==> config.mk <==
export PLATFORM = sky130hd
export DESIGN_NAME = uart_rx
export DESIGN_NICKNAME = d
export VERILOG_FILES = /design/src/rtl/uart_pkg.sv /design/src/rtl/uart_sync.sv /design/src/rtl/uart_rx.sv
export SDC_FILE = /design/constraint.sdc
export NUM_CORES = 1
export LEC_CHECK = 0
export BUFFER_PORTS_ARGS = -buffer_cell sky130_fd_sc_hd__clkbuf_2
export CAP_MARGIN = 25
export CORE_ASPECT_RATIO = 0.5
export CORE_MARGIN = 5
export CORE_UTILIZATION = 47
export DETAILED_ROUTE_END_ITERATION = 7
export PLACE_DENSITY = 0.7
export SYNTH_ARGS = -nofsm -noshare
export SYNTH_HDL_FRONTEND = slang
export SYNTH_SLANG_ARGS = --single-unit
==> constraint.sdc <==
create_clock -name clk -period 2.45 [get_ports clk]
set_input_delay 0.245 -clock clk [delete_from_list [all_inputs] [get_ports clk]]
set_output_delay 0.245 -clock clk [all_outputs]
set_load 0.02 [all_outputs]
==> src/rtl/uart_pkg.sv <==
// Shared UART constants and receiver state encoding.
// Used by the receiver and the transmitter.
package uart_pkg;

  localparam int CLKS_PER_BIT_DEF = 868;
  localparam int DATA_BITS_DEF    = 8;

  typedef enum logic [1:0] {
    IDLE  = 2'd0,
    START = 2'd1,
    DATA  = 2'd2,
    STOP  = 2'd3
  } rx_state_e;

endpackage

==> src/rtl/uart_sync.sv <==
// Two-flop synchroniser for an idle-high serial line.
// Resets to 1 so a reset never fakes a start edge.
module uart_sync (
  input  logic clk,
  input  logic rst,
  input  logic d,
  output logic q
);

  logic meta;

  // Double-register the asynchronous input.
  always_ff @(posedge clk or posedge rst) begin
    if (rst) begin
      meta <= 1'b1;
      q    <= 1'b1;
    end else begin
      meta <= d;
      q    <= meta;
    end
  end

endmodule

==> src/rtl/uart_rx.sv <==
// 8N1 UART receiver with mid-bit sampling,
// start-bit glitch rejection and framing-error flag.
module uart_rx
  import uart_pkg::*;
#(
  parameter int CLKS_PER_BIT = CLKS_PER_BIT_DEF,
  parameter int DATA_BITS    = DATA_BITS_DEF
) (
  input  logic                 clk,
  input  logic                 rst,
  input  logic                 rx_in,
  output logic [DATA_BITS-1:0] bus_out,
  output logic                 data_valid,
  output logic                 frame_err,
  output logic                 busy
);

  localparam int CW = $clog2(CLKS_PER_BIT);
  localparam int IW = $clog2(DATA_BITS + 1);

  localparam logic [CW-1:0] HALF_LAST =
    CW'(CLKS_PER_BIT / 2 - 1);
  localparam logic [CW-1:0] BIT_LAST =
    CW'(CLKS_PER_BIT - 1);
  localparam logic [IW-1:0] IDX_LAST =
    IW'(DATA_BITS - 1);

  rx_state_e            state;
  logic [CW-1:0]        clk_cnt;
  logic [IW-1:0]        bit_idx;
  logic [DATA_BITS-1:0] shift_reg;
  logic                 rx_s;
  logic                 rx_s_d;
  logic                 fall;

  uart_sync u_sync (
    .clk (clk),
    .rst (rst),
    .d   (rx_in),
    .q   (rx_s)
  );

  assign fall = rx_s_d & ~rx_s;

  // Delayed copy of the synchronised line for edge detection.
  always_ff @(posedge clk or posedge rst) begin
    if (rst) begin
      rx_s_d <= 1'b1;
    end else begin
      rx_s_d <= rx_s;
    end
  end

  // Frame FSM: start qualify, data shift, stop check.
  always_ff @(posedge clk or posedge rst) begin
    if (rst) begin
      state      <= IDLE;
      clk_cnt    <= '0;
      bit_idx    <= '0;
      shift_reg  <= '0;
      bus_out    <= '0;
      data_valid <= 1'b0;
      frame_err  <= 1'b0;
      busy       <= 1'b0;
    end else begin
      data_valid <= 1'b0;
      frame_err  <= 1'b0;
      unique case (state)
        IDLE: begin
          busy <= 1'b0;
          if (fall) begin
            state   <= START;
            clk_cnt <= '0;
            busy    <= 1'b1;
          end
        end
        START: begin
          if (clk_cnt == HALF_LAST) begin
            clk_cnt <= '0;
            if (rx_s) begin
              state <= IDLE;
              busy  <= 1'b0;
            end else begin
              state   <= DATA;
              bit_idx <= '0;
            end
          end else begin
            clk_cnt <= clk_cnt + 1'b1;
          end
        end
        DATA: begin
          if (clk_cnt == BIT_LAST) begin
            clk_cnt   <= '0;
            shift_reg <= {rx_s, shift_reg[DATA_BITS-1:1]};
            bit_idx   <= bit_idx + 1'b1;
            if (bit_idx == IDX_LAST) begin
              state <= STOP;
            end
          end else begin
            clk_cnt <= clk_cnt + 1'b1;
          end
        end
        STOP: begin
          if (clk_cnt == BIT_LAST) begin
            clk_cnt <= '0;
            state   <= IDLE;
            busy    <= 1'b0;
            if (rx_s) begin
              bus_out    <= shift_reg;
              data_valid <= 1'b1;
            end else begin
              frame_err <= 1'b1;
            end
          end else begin
            clk_cnt <= clk_cnt + 1'b1;
          end
        end
        default: state <= IDLE;
      endcase
    end
  end

endmodule

**Word-level counts from Yosys, hierarchy flattened**

Index checks and enable logic that the tools add are counted.
W data, S select, Z words.

- Flip-flop bits (word level): 38

- Add/subtract/negate cells: 2
- Equality and inequality tests: 13
- Mux-type cells: 26
- Bitwise gates (word level): 2
- Reduce and logical (&&, ||, !) cells: 9

Operator list:

| operator | count |
|---|---|
| $mux W10 | 3 |
| $pmux W10 S3 | 1 |
| $mux W2 | 6 |
| $mux W4 | 3 |
| $ne A2 B2 Y1 const B | 6 |
| $add A10 B1 Y10 const B | 1 |
| $eq A10 B10 Y1 const B | 1 |
| $eq A10 B9 Y1 const B | 1 |
| $mux W1 | 10 |
| $pmux W2 S4 | 1 |
| $pmux W4 S2 | 1 |
| $reduce_and A4 Y1 | 2 |
| $reduce_and A5 Y1 | 1 |
| $add A4 B1 Y4 const B | 1 |
| $eq A2 B2 Y1 const B | 2 |
| $eq A4 B3 Y1 const B | 1 |
| $pmux W1 S3 | 1 |
| $reduce_and A3 Y1 | 1 |
| $reduce_bool A3 Y1 | 1 |
| $eq A2 B1 Y1 const B | 1 |
| $logic_not A2 Y1 | 1 |
| $ne A2 B1 Y1 const B | 1 |
| $reduce_and A2 Y1 | 1 |
| $reduce_bool A2 Y1 | 1 |
| other kinds (3) | 3 |

**Longest topological paths before layout**

Gate-level depths: netlist (run 1).

- Depth after elaboration: 4
- Depth in mapped cells: 6

**Hierarchy**

Synthesis (run 1) repeated with hierarchy kept, for this count alone.

- Cell total of the unflattened synthesis: 156
- Area, all modules: 1780.5 sq um

By module, submodules not included:

| module | instances | cells each | area each (sq um) | seq. area each (sq um) |
|---|---|---|---|---|
| uart_rx | 1 | 153 | 1724.2 | 902.1 |
| uart_sync | 1 | 3 | 56.3 | 52.6 |

**Worst setup path before layout (run 1)**

Ideal clock, no wire load.

- Kind: register to register
- Start: reg clk_cnt[0]
- End: reg bus_out[0]
- Library setup time: 0.125 ns
- Data arrival time: 1.625 ns
- Data required time: 2.325 ns
- Slack: 0.700 ns
- Stages on the path, launching flop included: 6
- Period minus slack after synthesis: 1.750 ns
- Cells stage by stage: dfrtp_1 > ha_1 > and4bb_2 > nand4_4 > nor2_8 > mux2_4

- Word-level cells in the longest chain between the ends: 2

Ends and longest elaborated chain:

| what | RTL line | RTL |
|---|---|---|
| from (decl) | uart_rx.sv:29 | `logic [CW-1:0] clk_cnt;` |
| from (signal assigned) | uart_rx.sv:88 | `clk_cnt <= clk_cnt + 1'b1;` |
| from (signal assigned) | uart_rx.sv:100 | `clk_cnt <= clk_cnt + 1'b1;` |
| from (signal assigned) | uart_rx.sv:115 | `clk_cnt <= clk_cnt + 1'b1;` |
| $eq A10 B10 Y1 | uart_rx.sv:104 | `if (clk_cnt == BIT_LAST) begin` |
| $reduce_and A3 Y1 (no line) | - |  |
| to (signal assigned) | uart_rx.sv:109 | `bus_out <= shift_reg;` |
| to (decl) | uart_rx.sv:12 | `output logic [DATA_BITS-1:0] bus_out,` |

Every way passes these cells.
A chain may end at the register's enable or synchronous reset.

**Final worst setup path (run 1)**

- Start: reg clk_cnt[0]
- End: reg bus_out[3]

The elaborated chain is that of the path after synthesis.

==> flow_metrics.py, run 1 <==
metrics = {
    "critical_path": {
        "crit_slowest_cell": "dfrtp_1",
        "crit_fanout": 8,
        "worst-endpoint-required_ps": 2640,
        "cp-start-kind": "register",
        "arrival_ps": 2140,
        "cp_top_family": "simple AND/OR/NAND/NOR gates",
        "worst-setup-path-type": "reg -> reg",
        "cp-end-kind": "register",
        "path_cells": "ha_1 -> and4bb_2 -> nand4_4 -> nor2_8 -> mux2_4",
        "slowest_delay_ps": 430,
        "cp_num_buf_inv": 0,
    },
    "power": {
        "clock_power_share": 0.404,
        "switchingPower_uw": 437.0,
        "leakage_uw": 0.0009995,
        "powerDensity_nw_per_um2": 770.7,
        "intPower_uw": 1194,
        "p_sw_frac": 0.2680,
        "p_seq_frac": 0.447,
        "max-vdd-ir-drop_mv": 0.3115,
        "power_frac_comb": 0.148,
    },
    "final_layout": {
        "finalInstanceArea_sq_um": 2116,
        "largest_reg_flops": 10,
        "fin_nets": 178,
        "area_delta_synth_final_pct": 14.26,
        "fin_cells": 227,
        "n_antenna_cell": 0,
        "drive_above_1_share": 0.2486,
    },
    "die": {
        "die_w_um": 98.77,
        "core-area_sq_um": 3844,
        "io_pins": 14,
        "rows": 16,
        "die_y_um": 54.39,
        "initial_core_util": 0.4818,
        "dieArea_sq_um": 5372,
    },
    "outcome": {
        "status": "completed",
    },
    "cts": {
        "ctsResizeCount": 0,
        "cts_tree": "yes",
        "htreeDepth": 2,
        "clk_pin_slew_worst_paths_ps": 80,
        "hold_buffers": 0,
        "clockBufferDepth": 2,
        "cts_buffers": 5,
        "post_cts_buffers": 0,
        "clkLatencyLatePin_ps": 300,
        "numClockSinks": 38,
        "cts_root_buffer": "clkbuf_8",
    },
    "global_route": {
        "antenna_found_initial": 0,
        "grt_overflow": 0,
        "grt_pass1_vias": 1195,
        "grt_usage": 0.1431,
        "grt_pass1_wl_um": 5830,
        "grt_max_degree": 39,
    },
    "routing": {
        "vias_per_cell": 5.322,
        "routedWlPerCell_um": 14.97,
        "first_pass_iters": 4,
        "vias": 1208,
        "drc": 0,
        "wl_um": 3399,
        "ant_nets": 0,
        "dr.first_iter.drc_count": 64,
    },
    "yosys": {
        "synth_edf_count": 0,
        "synth_fp_nets": 161,
        "synthCells": 155,
        "syn_area_sq_um": 1852,
        "avgSynthCellArea_sq_um": 11.95,
        "synth-seq-area-share": 0.5155,
        "async_flop_share": 1.000,
        "ys_ff_latch": 38,
        "ys_types": 48,
        "yosysWarnings": 0,
        "synthFlopType": "dfrtp_1",
    },
    "worst_hold_path": {
        "worstHoldPathType": "in -> async",
    },
    "place": {
        "dpl.cell_count": 219,
        "portBuffers": 13,
        "post_dp_cell_area_sq_um": 1973,
        "gp_congestion": 0.7834,
        "hpwl_um": 2290,
    },
    "timing": {
        "finalSetupTns_ps": 0,
        "drv_slew": 0,
        "skew_ps": 6.880,
        "setup_viol": 0,
        "worst_slew_pin_slew_ps": 477.9,
        "hold_viol": 0,
        "rsz0062_at_grt": "false",
        "relSlewSlack": 0.6811,
        "fin_crit_sh": 0.7978,
        "max_freq_mhz": 511.6,
        "min_period_ps": 1955,
    },
    "run": {
        "cap_violations": 0,
    },
}
area by class of cell:
| cell class | instances | area [sq um] |
|---|---|---|
| flip-flops and latches | 38 | 954.7 |
| multi-input cells | 104 | 840.8 |
| well taps | 54 | 67.56 |
| clock inverters | 2 | 60.06 |
| inverters | 8 | 30.03 |
| fillers | 316 | 1728 |
| repair buffers | 15 | 80.08 |
| clock buffers | 6 | 82.58 |
worst paths after layout:
check	endpoint	cells after the start	slack, ps	startpoint
setup / recovery	bus_out[3]$_DFFE_PP0P_	5	500	clk_cnt[0]$_DFFE_PP0N_
hold / removal	bit_idx[0]$_DFFE_PP0P_	3	20	rst
setup reg to reg	bus_out[3]$_DFFE_PP0P_	5	500	clk_cnt[0]$_DFFE_PP0N_
hold reg to reg	u_sync.q$_DFF_PP1_	0	360	u_sync.meta$_DFF_PP1_
max in group asynchronous	u_sync.meta$_DFF_PP1_	3	2060	rst
min in group clk	u_sync.meta$_DFF_PP1_	1	30	rx_in
worst reg2reg max path: cells and delay by family, from the launching register on:
kind,cells,cell delay [ps]
simple gates,3,840
flops,1,430
mux,1,330
fa+ha+maj,1,250
power by group through the flow:
stage               sequential [uW]  combinational, uW  clock (uW)
global route                    735                276         697
global placement                737                236           0
CTS                             728                243         671
detailed placement              739                237           0
finish                          730                241         660
floorplan                       720                190           0
cells in the final DEF (no fill, tap or decap), types with 6 or more instances in the layout:
master	synthesis	layout
clkbuf_8	0	6
mux2_4	8	8
mux2_1	9	9
o21ai_1	6	6
nand3_1	9	9
clkbuf_2	1	13
dfrtp_1	35	35
inv_1	8	8
nand2_1	13	13
synth_stat cells, drive strengths merged, types with 4 or more instances:
| library cell | instances | area, sq um |
|---|---|---|
| inv | 8 | 30.03 |
| nand4 | 5 | 46.29 |
| nand2 | 14 | 55.06 |
| nand3 | 9 | 45.04 |
| dfrtp | 35 | 875.8 |
| nor2 | 4 | 31.28 |
| a21oi | 4 | 20.02 |
| nor3b | 4 | 41.29 |
| or3 | 4 | 25.02 |
| o21ai | 6 | 30.03 |
| mux2 | 17 | 221.5 |
stage by stage:
step | hold slack [ps] | setup slack (ps) | power, uW | utilization
6_report | 22.50 | 495.4 | 1631 | 0.5505
5_1_grt | 29.70 | 405.4 | 1707 | 0.5505
4_1_cts | 25.76 | 489.9 | 1642 | 0.5505
3_5_place_dp | 340.9 | 513.8 | 975.5 | 0.5133
3_3_place_gp | 333.3 | 557.8 | 973.4 | 0.5133
2_1_floorplan | 249.5 | 700.3 | 910.1 | -
cells by family after synthesis:
family	Yosys count	synth area share
buffers and inverters	13	0.03040
xor gates and xnor gates	1	0.004731
muxes	20	0.1358
adders and majority gates	3	0.02027
and+or+nand+nor	56	0.1980
DFF	38	0.5155
AOI/OAI and AO/OA	24	0.09528
metal layers:
metal | vias up | wire [um] | global-route usage
met4 | 0 | 40 | 0.07483
li1 | 593 | - | -
met5 | - | 0 | 0
met2 | 22 | 1530 | 0.2289
met3 | 4 | 157 | 0.04453
met1 | 589 | 1671 | 0.1789
Note: power is estimated with default switching activity, not from simulation.
==> run 2, diff against run 1 <==
Settings changed: PLACE_DENSITY 0.7 to 0.72.
Clock period 2.45 ns to 1.7 ns, I/O delays scaled along.
==> run 2 against run 1 <==
  * The flow now finishes with violations (negative setup slack)
  * Final cell count up 11%
  * Sequential power up 41%
  * Combinational power increased by 150%
  * Clock-buffer cell count stayed put
  * Setup slack worse by 540 ps
  * Wire length grew 16%
  * Via count up 11%
  * Largest cell class unchanged
==> flow_metrics.py, run 2 (same netlist as run 1, synthesis figures left out) <==
metrics = {
    "final_layout": {
        "fin_cells": 251,
        "mostFrequentLayoutCell": "dfrtp_1",
        "area_delta_synth_final_pct": 29.26,
        "fin_nets": 203,
        "layout_common_cells": "35 x dfrtp_1, 20 x buf_4, 17 x mux2_4",
        "fin_util": 0.6227,
        "largest_reg_flops": 10,
        "n_antenna_cell": 0,
        "drive_above_1_share": 0.4213,
    },
    "outcome": {
        "failed_checks": "negative setup slack",
        "status": "complete, but fails checks",
    },
    "global_route": {
        "busiest_layer": "met2",
        "grt_overflow": 0,
        "met1_usage": 0.1927,
        "antenna_found_initial": 0,
        "grt_usage": 0.1506,
        "grt_pass1_vias": 1329,
        "grt_max_degree": 39,
        "gr-usage-met2": 0.2333,
        "grtUsageMet3": 0.04580,
        "grt_pass1_wl_um": 6168,
    },
    "timing": {
        "fin_ws_ps": -46.13,
        "relSlewSlack": 0.6894,
        "finalSetupTns_ps": -403.3,
        "max_freq_mhz": 572.7,
        "worst_slew_pin_slew_ps": 465.8,
        "min_period_ps": 1746,
        "skew_ps": 6.833,
        "fin_crit_sh": 1.027,
        "rsz0062_at_grt": "true",
        "hold_viol": 0,
        "drv_slew": 0,
        "setup_viol": 17,
    },
    "critical_path": {
        "crit_fanout": 8,
        "worst-endpoint-required_ps": 1870,
        "worst-setup-path-type": "reg -> reg",
        "cp-start-kind": "register",
        "arrival_ps": 1920,
        "cp-end-kind": "register",
    },
    "cts": {
        "htreeDepth": 2,
        "numClockSinks": 38,
        "cts_tree": "yes",
        "cts_root_buffer": "clkbuf_8",
        "clkLatencyLatePin_ps": 290,
        "clk_pin_slew_worst_paths_ps": 70,
        "cts_buffers": 5,
        "clockBufferDepth": 2,
    },
    "die": {
        "die_w_um": 98.77,
        "die_y_um": 54.39,
        "initial_core_util": 0.4818,
        "dieArea_sq_um": 5372,
        "core-area_sq_um": 3844,
        "io_pins": 14,
        "rows": 16,
    },
    "run": {
        "cap_violations": 0,
    },
    "place": {
        "portBuffers": 13,
        "gp_congestion": 0.8671,
        "dpl.cell_count": 239,
        "hpwl_um": 2505,
    },
    "power": {
        "switchingPower_uw": 673.9,
        "leakage_uw": 0.001125,
        "power_frac_comb": 0.246,
        "p_seq_frac": 0.430,
        "intPower_uw": 1729,
        "p_sw_frac": 0.2805,
        "clock_power_share": 0.323,
        "powerDensity_nw_per_um2": 1004,
        "max-vdd-ir-drop_mv": 0.6705,
    },
    "routing": {
        "wl_um": 3941,
        "routedWlPerCell_um": 15.70,
        "first_pass_iters": 4,
        "drc": 0,
        "ant_nets": 0,
        "vias_per_cell": 5.343,
        "vias": 1341,
        "dr.first_iter.drc_count": 45,
    },
    "worst_hold_path": {
        "worstHoldPathType": "reg -> reg",
    },
}
[run 2: per-stage QoR]
step / setup slack [ps] / power, uW / hold slack, ps / area (sq um)
after detailed placement: -56.91 / 1565 / 259.3 / 2126
final: -46.13 / 2403 / 357.6 / 2394
after CTS: -56.60 / 2357 / 357.0 / 2327
after global routing: -127.7 / 2531 / 359.7 / 2394
after floorplan: -1.720 / 1313 / 174.5 / 1854
after global placement: -42.72 / 1548 / 259.0 / 2126
[run 2: layout make-up]
type,instances,area [sq um]
fill,285,1450
sequential,38,954.7
multi-input combinational,104,928.4
timing repair buffer,40,300.3
clock buffer,6,82.58
tap,54,67.56
clock inverter,1,30.03
inverter,8,30.03
[run 2: critical path: stages, from the launching register on]
cell and delay (ps):
dfrtp_1 400, ha_2 200, and4bb_2 300, nand4_4 150
nor2_8 250, mux2_4 330
[run 2: power by group through the flow]
stage               clock network [uW]  logic, uW  registers [uW]
floorplan                            0        274            1040
global placement                     0        504            1040
detailed placement                   0        517            1050
CTS                                790        535            1030
global route                       832        653            1050
finish                             777        592            1030
[run 2: worst paths after layout]
check,start,end,slack (ps),depth (start not counted)
setup / recovery,clk_cnt[0]$_DFFE_PP0N_,bus_out[7]$_DFFE_PP0P_,-50,5
hold / removal,u_sync.meta$_DFF_PP1_,u_sync.q$_DFF_PP1_,360,0
setup reg to reg,clk_cnt[0]$_DFFE_PP0N_,bus_out[7]$_DFFE_PP0P_,-50,5
hold reg to reg,u_sync.meta$_DFF_PP1_,u_sync.q$_DFF_PP1_,360,0
max in group asynchronous,rst,u_sync.meta$_DFF_PP1_,810,4
min in group asynchronous,rst,clk_cnt[0]$_DFFE_PP0N_,530,4
[run 2: repair_timing]
item,CTS,global route
hold buffers,2,0
endpoints found under the hold margin,36,0
pin swaps,4,5
resized for setup,8,17
setup endpoints to repair,19,31
buffers inserted,2,0
gates cloned,1,0
[run 2: metal layers]
metal	wire length, um	vias up
li1	-	648
met1	1822	655
met2	1821	28
met3	190	10
met4	106	0
met5	0	-
